File: config.mk
export PLATFORM = sky130hd
export DESIGN_NAME = lcd_grid_draw_flat
export DESIGN_NICKNAME = d
export VERILOG_FILES = /design/src/rtl/lcd_grid_draw_pkg.sv /design/src/rtl/lcd_grid_draw_if.sv /design/src/rtl/lcd_grid_draw_pixel_fmt.sv /design/src/rtl/lcd_grid_draw.sv /design/src/flat_wrapper.sv
export SDC_FILE = /design/constraint.sdc
export NUM_CORES = 1
export LEC_CHECK = 0
export BUFFER_PORTS_ARGS = -buffer_cell sky130_fd_sc_hd__buf_2
export CORE_ASPECT_RATIO = 0.75
export CORE_MARGIN = 1.5
export CORE_UTILIZATION = 25
export DETAILED_ROUTE_END_ITERATION = 8
export GPL_ROUTABILITY_DRIVEN = 0
export PLACE_DENSITY = 0.51
export SLEW_MARGIN = 25
export SYNTH_ARGS = -nofsm -noshare
export SYNTH_HDL_FRONTEND = slang
export SYNTH_SLANG_ARGS = --single-unit
export TNS_END_PERCENT = 5
File: constraint.sdc
create_clock -name clk -period 8.3 [get_ports clk]
set_input_delay 0.83 -clock clk [delete_from_list [all_inputs] [get_ports clk]]
set_output_delay 0.83 -clock clk [all_outputs]
set_load 0.02 [all_outputs]
File: src/rtl/lcd_grid_draw_pkg.sv
// Shared definitions for the LCD grid painter: ST7789 commands, FSM states,
// pixel-format and pattern-mode codes.
package lcd_pkg;

  localparam logic [7:0] CMD_CASET = 8'h2A;
  localparam logic [7:0] CMD_RASET = 8'h2B;
  localparam logic [7:0] CMD_RAMWR = 8'h2C;

  typedef enum logic [2:0] {
    IDLE   = 3'd0,
    CASET  = 3'd1,
    RASET  = 3'd2,
    RAMWR  = 3'd3,
    PIXELS = 3'd4,
    DONE   = 3'd5
  } state_t;

  localparam logic PIX_RGB565 = 1'b0;
  localparam logic PIX_RGB888 = 1'b1;

  typedef enum logic [1:0] {
    MODE_COL   = 2'd0,
    MODE_ROW   = 2'd1,
    MODE_CHECK = 2'd2,
    MODE_SOLID = 2'd3
  } mode_t;

  function automatic logic [1:0] last_byte_idx(input logic fmt);
    return (fmt == PIX_RGB888) ? 2'd2 : 2'd1;
  endfunction

endpackage

File: src/rtl/lcd_grid_draw_if.sv
// Control + SPI byte bus of the grid painter. border_color exists only when
// LCD_GRID_BORDER_EN is defined.
interface lcd_grid_draw_if;
  logic        draw_en;
  logic [1:0]  mode;
  logic [23:0] color_p1;
  logic [23:0] color_p2;
`ifdef LCD_GRID_BORDER_EN
  logic [23:0] border_color;
`endif
  logic        busy;
  logic        done;
  logic        spi_start;
  logic [7:0]  spi_data;
  logic        spi_dc;
  logic        spi_ready;

  modport master (
`ifdef LCD_GRID_BORDER_EN
    input  border_color,
`endif
    input  draw_en, mode, color_p1, color_p2, spi_ready,
    output busy, done, spi_start, spi_data, spi_dc
  );

  modport slave (
`ifdef LCD_GRID_BORDER_EN
    output border_color,
`endif
    output draw_en, mode, color_p1, color_p2, spi_ready,
    input  busy, done, spi_start, spi_data, spi_dc
  );
endinterface

File: src/rtl/lcd_grid_draw_pixel_fmt.sv
// Combinational pixel serialiser: picks one byte of a 24-bit colour for
// RGB565 (high byte first) or RGB888 (R, G, B).
module lcd_pixel_fmt
  import lcd_pkg::*;
(
  input  logic [23:0] color,
  input  logic [1:0]  byte_idx,
  input  logic        fmt,
  output logic [7:0]  data
);

  logic [15:0] rgb565_s;

  assign rgb565_s = {color[23:19], color[15:10], color[7:3]};

  // Byte selection for the active pixel format
  always_comb begin
    data = 8'h00;
    if (fmt == PIX_RGB888) begin
      case (byte_idx)
        2'd0:    data = color[23:16];
        2'd1:    data = color[15:8];
        2'd2:    data = color[7:0];
        default: data = 8'h00;
      endcase
    end else begin
      case (byte_idx)
        2'd0:    data = rgb565_s[15:8];
        2'd1:    data = rgb565_s[7:0];
        default: data = 8'h00;
      endcase
    end
  end

endmodule

File: src/rtl/lcd_grid_draw.sv
// Streams CASET/RASET/RAMWR and a full colour grid to the SPI byte sender.
// Optional per-cell border colour under LCD_GRID_BORDER_EN.
module lcd_grid_draw
  import lcd_pkg::*;
#(
  parameter int GRID_ROWS = 5,
  parameter int GRID_COLS = 8,
  parameter int CELL_W    = 30,
  parameter int CELL_H    = 27,
  parameter int X_OFFSET  = 40,
  parameter int Y_OFFSET  = 53,
  parameter int PIX_FMT   = 0
) (
  input logic            clk,
  input logic            reset,
  lcd_grid_draw_if.master bus
);

  localparam int PXW = (CELL_W    > 1) ? $clog2(CELL_W)    : 1;
  localparam int PYW = (CELL_H    > 1) ? $clog2(CELL_H)    : 1;
  localparam int CXW = (GRID_COLS > 1) ? $clog2(GRID_COLS) : 1;
  localparam int RYW = (GRID_ROWS > 1) ? $clog2(GRID_ROWS) : 1;

  localparam logic        FMT      = (PIX_FMT != 0) ? PIX_RGB888 : PIX_RGB565;
  localparam logic [1:0]  BIDX_MAX = last_byte_idx(FMT);
  localparam logic [PXW-1:0] PX_MAX  = PXW'(CELL_W - 1);
  localparam logic [PYW-1:0] PY_MAX  = PYW'(CELL_H - 1);
  localparam logic [CXW-1:0] COL_MAX = CXW'(GRID_COLS - 1);
  localparam logic [RYW-1:0] ROW_MAX = RYW'(GRID_ROWS - 1);
  localparam logic [15:0] XS = 16'(X_OFFSET);
  localparam logic [15:0] XE = 16'(X_OFFSET + GRID_COLS * CELL_W - 1);
  localparam logic [15:0] YS = 16'(Y_OFFSET);
  localparam logic [15:0] YE = 16'(Y_OFFSET + GRID_ROWS * CELL_H - 1);

  state_t          state_r, state_nx;
  logic [2:0]      hdr_r, hdr_nx;
  logic [1:0]      bidx_r, bidx_nx;
  logic [PXW-1:0]  px_r, px_nx;
  logic [PYW-1:0]  py_r, py_nx;
  logic [CXW-1:0]  col_r, col_nx;
  logic [RYW-1:0]  row_r, row_nx;
  logic            busy_r, busy_nx, done_r, done_nx, start_r, start_nx;
  logic [7:0]      data_r, data_nx;
  logic            dc_r, dc_nx;
  mode_t           mode_r, mode_nx;
  logic [23:0]     p1_r, p1_nx, p2_r, p2_nx;
  logic            xfer_s, last_s, sel_s;
  logic [23:0]     color_s;
  logic [7:0]      pix_byte_s;
`ifdef LCD_GRID_BORDER_EN
  logic [23:0]     border_r, border_nx;
`endif

  function automatic logic [7:0] coord_byte(input logic [15:0] s, input logic [15:0] e,
                                            input logic [2:0] idx);
    case (idx)
      3'd1:    return s[15:8];
      3'd2:    return s[7:0];
      3'd3:    return e[15:8];
      3'd4:    return e[7:0];
      default: return 8'h00;
    endcase
  endfunction

  assign xfer_s = start_r & bus.spi_ready;
  assign last_s = (bidx_r == BIDX_MAX) && (px_r == PX_MAX) && (col_r == COL_MAX) &&
                  (py_r == PY_MAX) && (row_r == ROW_MAX);

  // Next-state, counter and latch logic; everything holds unless a byte transfers
  always_comb begin
    state_nx = state_r;  hdr_nx = hdr_r;  bidx_nx = bidx_r;
    px_nx = px_r;  col_nx = col_r;  py_nx = py_r;  row_nx = row_r;
    busy_nx = busy_r;  done_nx = 1'b0;  start_nx = start_r;
    mode_nx = mode_r;  p1_nx = p1_r;  p2_nx = p2_r;
`ifdef LCD_GRID_BORDER_EN
    border_nx = border_r;
`endif
    case (state_r)
      IDLE: begin
        if (bus.draw_en) begin
          state_nx = CASET;  busy_nx = 1'b1;  start_nx = 1'b1;
          hdr_nx = 3'd0;  bidx_nx = 2'd0;
          px_nx = '0;  col_nx = '0;  py_nx = '0;  row_nx = '0;
          mode_nx = mode_t'(bus.mode);  p1_nx = bus.color_p1;  p2_nx = bus.color_p2;
`ifdef LCD_GRID_BORDER_EN
          border_nx = bus.border_color;
`endif
        end else begin
          busy_nx = 1'b0;  start_nx = 1'b0;
        end
      end
      CASET, RASET: begin
        if (xfer_s && hdr_r == 3'd4) begin
          hdr_nx = 3'd0;
          state_nx = (state_r == CASET) ? RASET : RAMWR;
        end else if (xfer_s) begin
          hdr_nx = hdr_r + 3'd1;
        end else begin
          hdr_nx = hdr_r;
        end
      end
      RAMWR: begin
        if (xfer_s) state_nx = PIXELS;
        else        state_nx = RAMWR;
      end
      PIXELS: begin
        if (xfer_s && last_s) begin
          state_nx = DONE;  start_nx = 1'b0;  busy_nx = 1'b0;  done_nx = 1'b1;
        end else if (xfer_s && bidx_r != BIDX_MAX) begin
          bidx_nx = bidx_r + 2'd1;
        end else if (xfer_s) begin
          // Odometer: pixel -> cell column -> line in cell -> cell row
          bidx_nx = 2'd0;
          if (px_r != PX_MAX) begin
            px_nx = px_r + PXW'(1);
          end else begin
            px_nx = '0;
            if (col_r != COL_MAX) begin
              col_nx = col_r + CXW'(1);
            end else begin
              col_nx = '0;
              if (py_r != PY_MAX) begin
                py_nx = py_r + PYW'(1);
              end else begin
                py_nx  = '0;
                row_nx = row_r + RYW'(1);
              end
            end
          end
        end else begin
          bidx_nx = bidx_r;
        end
      end
      DONE:    begin state_nx = IDLE;  start_nx = 1'b0;  busy_nx = 1'b0; end
      default: begin state_nx = IDLE;  start_nx = 1'b0;  busy_nx = 1'b0; end
    endcase
  end

  // Pattern colour of the pixel that will be presented next
  always_comb begin
    case (mode_r)
      MODE_COL:   sel_s = col_nx[0];
      MODE_ROW:   sel_s = row_nx[0];
      MODE_CHECK: sel_s = col_nx[0] ^ row_nx[0];
      MODE_SOLID: sel_s = 1'b0;
      default:    sel_s = 1'b0;
    endcase
`ifdef LCD_GRID_BORDER_EN
    if (px_nx == '0 || py_nx == '0) color_s = border_r;
    else                            color_s = sel_s ? p2_r : p1_r;
`else
    color_s = sel_s ? p2_r : p1_r;
`endif
  end

  lcd_pixel_fmt u_fmt (
    .color    (color_s),
    .byte_idx (bidx_nx),
    .fmt      (FMT),
    .data     (pix_byte_s)
  );

  // Byte and D/C for the next presented position
  always_comb begin
    data_nx = 8'h00;
    dc_nx   = 1'b0;
    case (state_nx)
      CASET: begin
        data_nx = (hdr_nx == 3'd0) ? CMD_CASET : coord_byte(XS, XE, hdr_nx);
        dc_nx   = (hdr_nx != 3'd0);
      end
      RASET: begin
        data_nx = (hdr_nx == 3'd0) ? CMD_RASET : coord_byte(YS, YE, hdr_nx);
        dc_nx   = (hdr_nx != 3'd0);
      end
      RAMWR:   begin data_nx = CMD_RAMWR;   dc_nx = 1'b0; end
      PIXELS:  begin data_nx = pix_byte_s;  dc_nx = 1'b1; end
      default: begin data_nx = 8'h00;       dc_nx = 1'b0; end
    endcase
  end

  // State and output registers with synchronous active-low reset
  always_ff @(posedge clk) begin
    if (!reset) begin
      state_r <= IDLE;  hdr_r <= 3'd0;  bidx_r <= 2'd0;
      px_r <= '0;  col_r <= '0;  py_r <= '0;  row_r <= '0;
      busy_r <= 1'b0;  done_r <= 1'b0;  start_r <= 1'b0;  data_r <= 8'h00;  dc_r <= 1'b0;
      mode_r <= MODE_COL;  p1_r <= 24'h000000;  p2_r <= 24'h000000;
`ifdef LCD_GRID_BORDER_EN
      border_r <= 24'h000000;
`endif
    end else begin
      state_r <= state_nx;  hdr_r <= hdr_nx;  bidx_r <= bidx_nx;
      px_r <= px_nx;  col_r <= col_nx;  py_r <= py_nx;  row_r <= row_nx;
      busy_r <= busy_nx;  done_r <= done_nx;  start_r <= start_nx;
      data_r <= data_nx;  dc_r <= dc_nx;
      mode_r <= mode_nx;  p1_r <= p1_nx;  p2_r <= p2_nx;
`ifdef LCD_GRID_BORDER_EN
      border_r <= border_nx;
`endif
    end
  end

  assign bus.busy      = busy_r;
  assign bus.done      = done_r;
  assign bus.spi_start = start_r;
  assign bus.spi_data  = data_r;
  assign bus.spi_dc    = dc_r;

endmodule

File: src/flat_wrapper.sv
// flat-port wrapper written by rule: the top's interface ports become plain ports
module lcd_grid_draw_flat import lcd_pkg::*;
#(
  parameter int GRID_ROWS = 5,
  parameter int GRID_COLS = 8,
  parameter int CELL_W    = 30,
  parameter int CELL_H    = 27,
  parameter int X_OFFSET  = 40,
  parameter int Y_OFFSET  = 53,
  parameter int PIX_FMT   = 0
)
  (clk, reset, bus_draw_en, bus_mode, bus_color_p1, bus_color_p2, bus_spi_ready, bus_busy, bus_done, bus_spi_start, bus_spi_data, bus_spi_dc);
  lcd_grid_draw_if bus_i ();
  input logic clk;
  input logic reset;
  input wire logic [$bits(bus_i.draw_en)-1:0] bus_draw_en;
  input wire logic [$bits(bus_i.mode)-1:0] bus_mode;
  input wire logic [$bits(bus_i.color_p1)-1:0] bus_color_p1;
  input wire logic [$bits(bus_i.color_p2)-1:0] bus_color_p2;
  input wire logic [$bits(bus_i.spi_ready)-1:0] bus_spi_ready;
  output wire logic [$bits(bus_i.busy)-1:0] bus_busy;
  output wire logic [$bits(bus_i.done)-1:0] bus_done;
  output wire logic [$bits(bus_i.spi_start)-1:0] bus_spi_start;
  output wire logic [$bits(bus_i.spi_data)-1:0] bus_spi_data;
  output wire logic [$bits(bus_i.spi_dc)-1:0] bus_spi_dc;
  assign bus_i.draw_en = bus_draw_en;
  assign bus_i.mode = bus_mode;
  assign bus_i.color_p1 = bus_color_p1;
  assign bus_i.color_p2 = bus_color_p2;
  assign bus_i.spi_ready = bus_spi_ready;
  assign bus_busy = bus_i.busy;
  assign bus_done = bus_i.done;
  assign bus_spi_start = bus_i.spi_start;
  assign bus_spi_data = bus_i.spi_data;
  assign bus_spi_dc = bus_i.spi_dc;
  lcd_grid_draw #(.GRID_ROWS(GRID_ROWS), .GRID_COLS(GRID_COLS), .CELL_W(CELL_W), .CELL_H(CELL_H), .X_OFFSET(X_OFFSET), .Y_OFFSET(Y_OFFSET), .PIX_FMT(PIX_FMT)) u_core (.clk(clk), .reset(reset), .bus(bus_i));
endmodule
### Yosys cells after proc, flatten, opt, wreduce, memory -nomap -nowiden

Cells that the tools add are included.

| storage, ports and cells | value |
|---|---|
| output and inout port bits | 12 |
| bits in registers | 85 |
| input bits | 54 |

| cells by class | value |
|---|---|
| reduce and logical (&&, ||, !) cells | 23 |
| eq/ne operators | 33 |
| mux-type cells | 56 |
| bitwise logic cells | 3 |
| $add $sub $neg | 6 |

Operator list:

| operator | count |
|---|---|
| 3-bit 2-to-1 mux | 20 |
| 5-bit 2-to-1 mux | 11 |
| 8-bit one-hot mux with 2 select lines | 2 |
| 8-bit one-hot mux with 4 select lines | 1 |
| 24-bit 2-to-1 mux | 1 |
| 5-bit one-hot mux with 2 select lines | 2 |
| 3-bit by 2-bit equality test with 1-bit output, second input constant | 6 |
| 3-bit equality test, second input constant | 6 |
| 3-bit one-hot mux with 2 select lines | 3 |
| 6-bit one-hot mux with 3 select lines | 1 |
| 2-bit != test, second input constant | 6 |
| 3-bit one-hot mux with 4 select lines | 1 |
| 5-bit by 1-bit adder with 5-bit output, second input constant | 2 |
| 5-bit equality test, second input constant | 2 |
| 5-bit != test, second input constant | 2 |
| 3-bit by 1-bit adder with 3-bit output, second input constant | 3 |
| 2-bit 2-to-1 mux | 4 |
| 8-bit 2-to-1 mux | 1 |
| 8-bit AND reduction | 1 |
| 1-bit logical AND | 7 |
| 7-bit AND reduction | 1 |
| 2-bit by 1-bit equality test with 1-bit output, second input constant | 3 |
| 3-bit by 1-bit equality test with 1-bit output, second input constant | 2 |
| 3-bit logical NOT | 2 |
| other kinds (21) | 31 |

### Longest topological paths before layout

| logic depth | value |
|---|---|
| depth in word-level cells | 13 |
| gate-level depth with buffers | 11 |
| depth with buffers taken out | 10 |

### Cells and area by module

A second synthesis with hierarchy kept.

| unflattened totals | value |
|---|---|
| cells, all modules | 658 |
| area total of the unflattened synthesis | 5,152.4 µm² |

By module, submodules not included:

| module | sequential area each (µm²) | cells an instance | times used | area each (µm²) |
|---|---|---|---|---|
| lcd_grid_draw | 1,701.6 | 618 | 1 | 4,825.9 |
| lcd_pixel_fmt | 0.0 | 40 | 1 | 326.6 |

### Least setup slack after synthesis

Ideal clock, no wire load.

| timing path | value |
|---|---|
| kind | in2reg |
| start | input bus_spi_ready |
| end | register u_core.data_r[3] (netlist: u_core.bus.spi_data[3]) |
| data required time | 8,178 ps |
| buffers on the path | 1 |
| path slack | 5,630 ps |
| arrival | 2,549 ps |
| cell stages on the path | 9 |
| path through | nand3_1 o41ai_2 nand4_2 a221oi_2 a41oi_4 nand2_2 buf_6 o21ai_0 a221o_1 |

| between the ends | value |
|---|---|
| longest elaborated chain between the ends | 10 |
| elaborated cells between the ends (all ways) | 42 |

RTL lines:

| element | RTL line | RTL |
|---|---|---|
| start, declared | flat_wrapper.sv:20 | `input wire logic [$bits(bus_i.spi_ready)-1:0] bus_spi_ready;` |
| 1-bit AND (*) | lcd_grid_draw.sv:65 | `assign xfer_s = start_r & bus.spi_ready;` |
| 3-bit 2-to-1 mux / 1-bit logical AND (equally long branches) | lcd_grid_draw.sv:111, lcd_grid_draw.sv:109 |  |
| 3-bit 2-to-1 mux | lcd_grid_draw.sv:109 | `end else if (xfer_s && bidx_r != BIDX_MAX) begin` |
| 3-bit 2-to-1 mux | lcd_grid_draw.sv:107 | `if (xfer_s && last_s) begin` |
| 3-bit one-hot mux with 2 select lines | lcd_grid_draw.sv:78 | `case (state_r)` |
| 1-bit XOR | lcd_grid_draw.sv:144 | `MODE_CHECK: sel_s = col_nx[0] ^ row_nx[0];` |
| 1-bit one-hot mux with 4 select lines | lcd_grid_draw.sv:141 | `case (mode_r)` |
| 24-bit 2-to-1 mux | lcd_grid_draw.sv:152 | `color_s = sel_s ? p2_r : p1_r;` |
| 8-bit one-hot mux with 2 select lines | lcd_grid_draw_pixel_fmt.sv:27 | `case (byte_idx)` |
| 8-bit one-hot mux with 4 select lines (*) | lcd_grid_draw.sv:167 | `case (state_nx)` |
| end signal, assigned | lcd_grid_draw.sv:196 | `data_r <= data_nx; dc_r <= dc_nx;` |
| end, declared | lcd_grid_draw.sv:43 | `logic [7:0] data_r, data_nx;` |

Mark *: on every way between the ends. The rest lies on a longest branch, timed or not. The select of a mux whose other input is x is not followed.
A chain may end at the register's enable or synchronous reset.

### Worst setup path in the final report

| timing path | value |
|---|---|
| start | register u_core.col_r[0] |
| end | register u_core.data_r[4] (netlist: u_core.bus.spi_data[4]) |

| between the ends | value |
|---|---|
| longest elaborated chain between the ends | 12 |
| elaborated cells between the ends (all ways) | 35 |

RTL lines:

| element | RTL line | RTL |
|---|---|---|
| start, declared | lcd_grid_draw.sv:40 | `logic [CXW-1:0] col_r, col_nx;` |
| start signal, assigned | lcd_grid_draw.sv:194 | `px_r <= px_nx; col_r <= col_nx; py_r <= py_nx; row_r <= row_nx;` |
| 3-bit by 1-bit adder with 3-bit output, or another cell as far along | lcd_grid_draw.sv:119 | `col_nx = col_r + CXW'(1);` |
| 3-bit 2-to-1 mux / 1-bit logical AND (equally long branches) | lcd_grid_draw.sv:118, lcd_grid_draw.sv:66 |  |
| 3-bit 2-to-1 mux / 1-bit logical AND (equally long branches) | lcd_grid_draw.sv:114, lcd_grid_draw.sv:66 |  |
| 3-bit 2-to-1 mux / 1-bit logical AND (equally long branches) | lcd_grid_draw.sv:111, lcd_grid_draw.sv:67 |  |
| 3-bit 2-to-1 mux / 1-bit logical AND (equally long branches) | lcd_grid_draw.sv:109, lcd_grid_draw.sv:107 |  |
| 3-bit 2-to-1 mux | lcd_grid_draw.sv:107 |  |
| 3-bit one-hot mux with 2 select lines | lcd_grid_draw.sv:78 |  |
| 1-bit XOR | lcd_grid_draw.sv:144 |  |
| 1-bit one-hot mux with 4 select lines | lcd_grid_draw.sv:141 |  |
| 24-bit 2-to-1 mux | lcd_grid_draw.sv:152 |  |
| 8-bit one-hot mux with 2 select lines | lcd_grid_draw_pixel_fmt.sv:27 |  |
| 8-bit one-hot mux with 4 select lines (*) | lcd_grid_draw.sv:167 |  |

Marks and branches as above.

==> impl_metrics.tcl <==
set metrics [dict create \
    firstDrtPassIters 5 \
    synth_area_um2 3700 \
    insertion_delay_ns 0.33 \
    worst_pin_slew_ns 0.803 \
    first_global_vias 3121 \
    synth_warnings 0 \
    fin_crit_ns 3.22 \
    synthArstFlopShare_pct 0 \
    drcViolationCount 0 \
    post_cts_buffers 0 \
    ys_top_cells_by_area "dfxtp_1 (37%), nand2_1 (9.3%), a21boi_0 (7.7%)" \
    synth_cells 437 \
    grt_max_degree 60 \
    clock.fmax_ghz 0.310 \
    cts.htree.levels 3 \
    cts-buffers-inserted 9 \
    routed_wl_um 9630 \
    final_common_cell "nand2_1" \
    clkTransAtPathRegs_ns 0.06 \
    port_buffers 49 \
    ir_drop_uv 87.0 \
    dp.final_hpwl_um 6820 \
    finalHoldViolCount 0 \
    final-seq-area_um2 1380 \
    status "finished clean" \
    fin_worst_skew_ns 0.00826 \
    coreArea_um2 14500 \
    cts_root_buffer "clkbuf_16" \
    r2r_slack_ns 5.08 \
    synth_seq_area_share_pct 37.4 \
    fp-row-count 38 \
    multi_input_area_um2 2170 \
    crit_fanout 11 \
    cts_hold_buf 0 \
    diodes 0 \
    start_util_pct 25.6 \
    post_drt_wl_per_cell_um 14.1 \
    antenna_found_initial 0 \
    arrival_ns 3.44 \
    cts-resized-gates 0 \
    synth_area_per_cell_um2 8.46 \
    io_pins 66 \
    start_kind "register" \
    nets 543 \
    hp-class "reg2reg" \
    final_max_slew_viol_count 0 \
    ant_nets 0 \
    route.vias.total 3259 \
    nFillCells 1562 \
    setup_violations 0 \
    clock_path_buffers 2 \
    drtIter0Drc 200 \
    finalInstanceArea_um2 4400 \
    max_cap_violations 0 \
    yosysTopAreaCellShare_pct 37.4 \
    powerDensity_nw_per_um2 181 \
    p_leak_nw 1.63 \
    drive_gt1_share_pct 18.5 \
    die_x_um 143 \
    rsz0062_at_grt "no" \
    netlist-cell-type-count 70 \
    tns_ns 0 \
    ys_ff_latch 69 \
    final_cell_mix "nand2_1 (92), dfxtp_1 (69), buf_2 (49)" \
    synthFlopType "dfxtp_1" \
    avgViaCountPerCell 4.78 \
    grt-ovfl-total 0 \
    areaGrowthSynthToFinish_pct 18.9 \
    worstPathRequired_ns 8.51 \
    synth_edf_count 0 \
    placed_area_um2 4110 \
    yosysTopAreaCell "dfxtp_1" \
    cts_sinks 69 \
    min_period_over_period_pct 38.8 \
    max_slew_margin_pct 46.1 \
    track_usage_pct 13.1 \
    crit_type "reg2reg" \
    cts_tree "done" \
    fp.dieH_um 108 \
    die-area_um2 15500 \
    endpoint_kind "register" \
    syn_nets 502 \
    grt_pass1_wl_um 15800 \
]
-- power breakdown --
group          leakage, nW  internal [mW]  total [mW]  switching [mW]
sequential           0.562          0.344       0.353         0.00954
combinational        0.941         0.0267      0.0677          0.0410
clock                0.132          0.230       0.373           0.143
total                 1.63          0.601       0.795           0.193
-- path summary, 6_finish.rpt --
check | end | startpoint | cells after the start
min reg2reg | u_core.p1_r[19] | u_core.p1_r[19] | 2
min | u_core.p1_r[19] | u_core.p1_r[19] | 2
max reg2reg | u_core.bus.spi_data[4] | u_core.col_r[0] | 10
max | u_core.bus.spi_data[4] | u_core.col_r[0] | 10
-- routing by layer --
| layer | share of wire [%] | wire (um) | up-vias | global-route usage, % |
|---|---|---|---|---|
| met5 | 0 | 0 | - | 0 |
| met4 | 0.77 | 74 | 0 | 4.01 |
| met3 | 5.2 | 498 | 7 | 3.14 |
| met2 | 43 | 4160 | 89 | 20.0 |
| met1 | 51 | 4900 | 1517 | 18.2 |
| li1 | - | - | 1646 | - |
-- cell usage after synthesis (5+ instances only) --
library cell / number
o21ai_0: 15
clkbuf_1: 14
inv_1: 14
nand2_1: 92
nor3_1: 10
nand3_1: 9
a21oi_1: 9
a21o_1: 5
nand4_1: 6
ha_1: 11
a21boi_0: 38
a31oi_1: 8
nor2b_1: 11
nor2_1: 16
and3_1: 5
dfxtp_1: 69
and2_1: 12
-- sequential cells by signal (all words and copies together) (netlist names), 3 cells and up --
register and count:
u_core.bus.spi_data 8, u_core.p1_r 16, u_core.row_r 3, u_core.px_r 5, u_core.p2_r 16, u_core.state_r 3
u_core.hdr_r 3, u_core.col_r 3, u_core.py_r 5
-- through the flow --
stage	setup slack [ns]	total power [mW]	hold WS [ns]	util, %	instances
after floorplan	5.63	0.403	0.439	-	437
after global placement	4.92	0.427	0.453	28.5	667
after detailed placement	4.93	0.429	0.461	28.5	667
after CTS	5.09	0.803	0.468	30.4	682
after global routing	4.90	0.829	0.493	30.4	682
final	5.08	0.795	0.463	30.4	682
-- layout make-up --
class / instances / area share (%)
Timing Repair Buffer: 51 / 5.92
Sequential cell: 69 / 31.4
Multi-Input combinational cell: 333 / 49.3
Tap cell: 200 / 5.69
Clock buffer: 11 / 5.29
Clock inverter: 4 / 1.14
Inverter: 14 / 1.20
-- kinds of logic after synthesis --
family,Yosys count,share of synthesized area [%]
AO/OA/AOI/OAI,117,24.5
XOR/XNOR,6,1.42
adder cells (fa/ha/maj),11,3.72
buffers and inverters,35,4.09
flip-flops,69,37.4
multiplexers,6,1.69
AND/OR/NAND/NOR,193,27.2
-- worst max-delay path, cell delays in order (launching register included) --
cell and delay, ns:
dfxtp_1 0.33, ha_1 0.20, ha_1 0.29, and3_1 0.28, a211oi_4 0.37, mux2i_1 0.34
a221oi_2 0.12, a41oi_4 0.34, nand2_2 0.25, and2_1 0.24, a221o_1 0.36
Power figures use the tool's default switching activity.
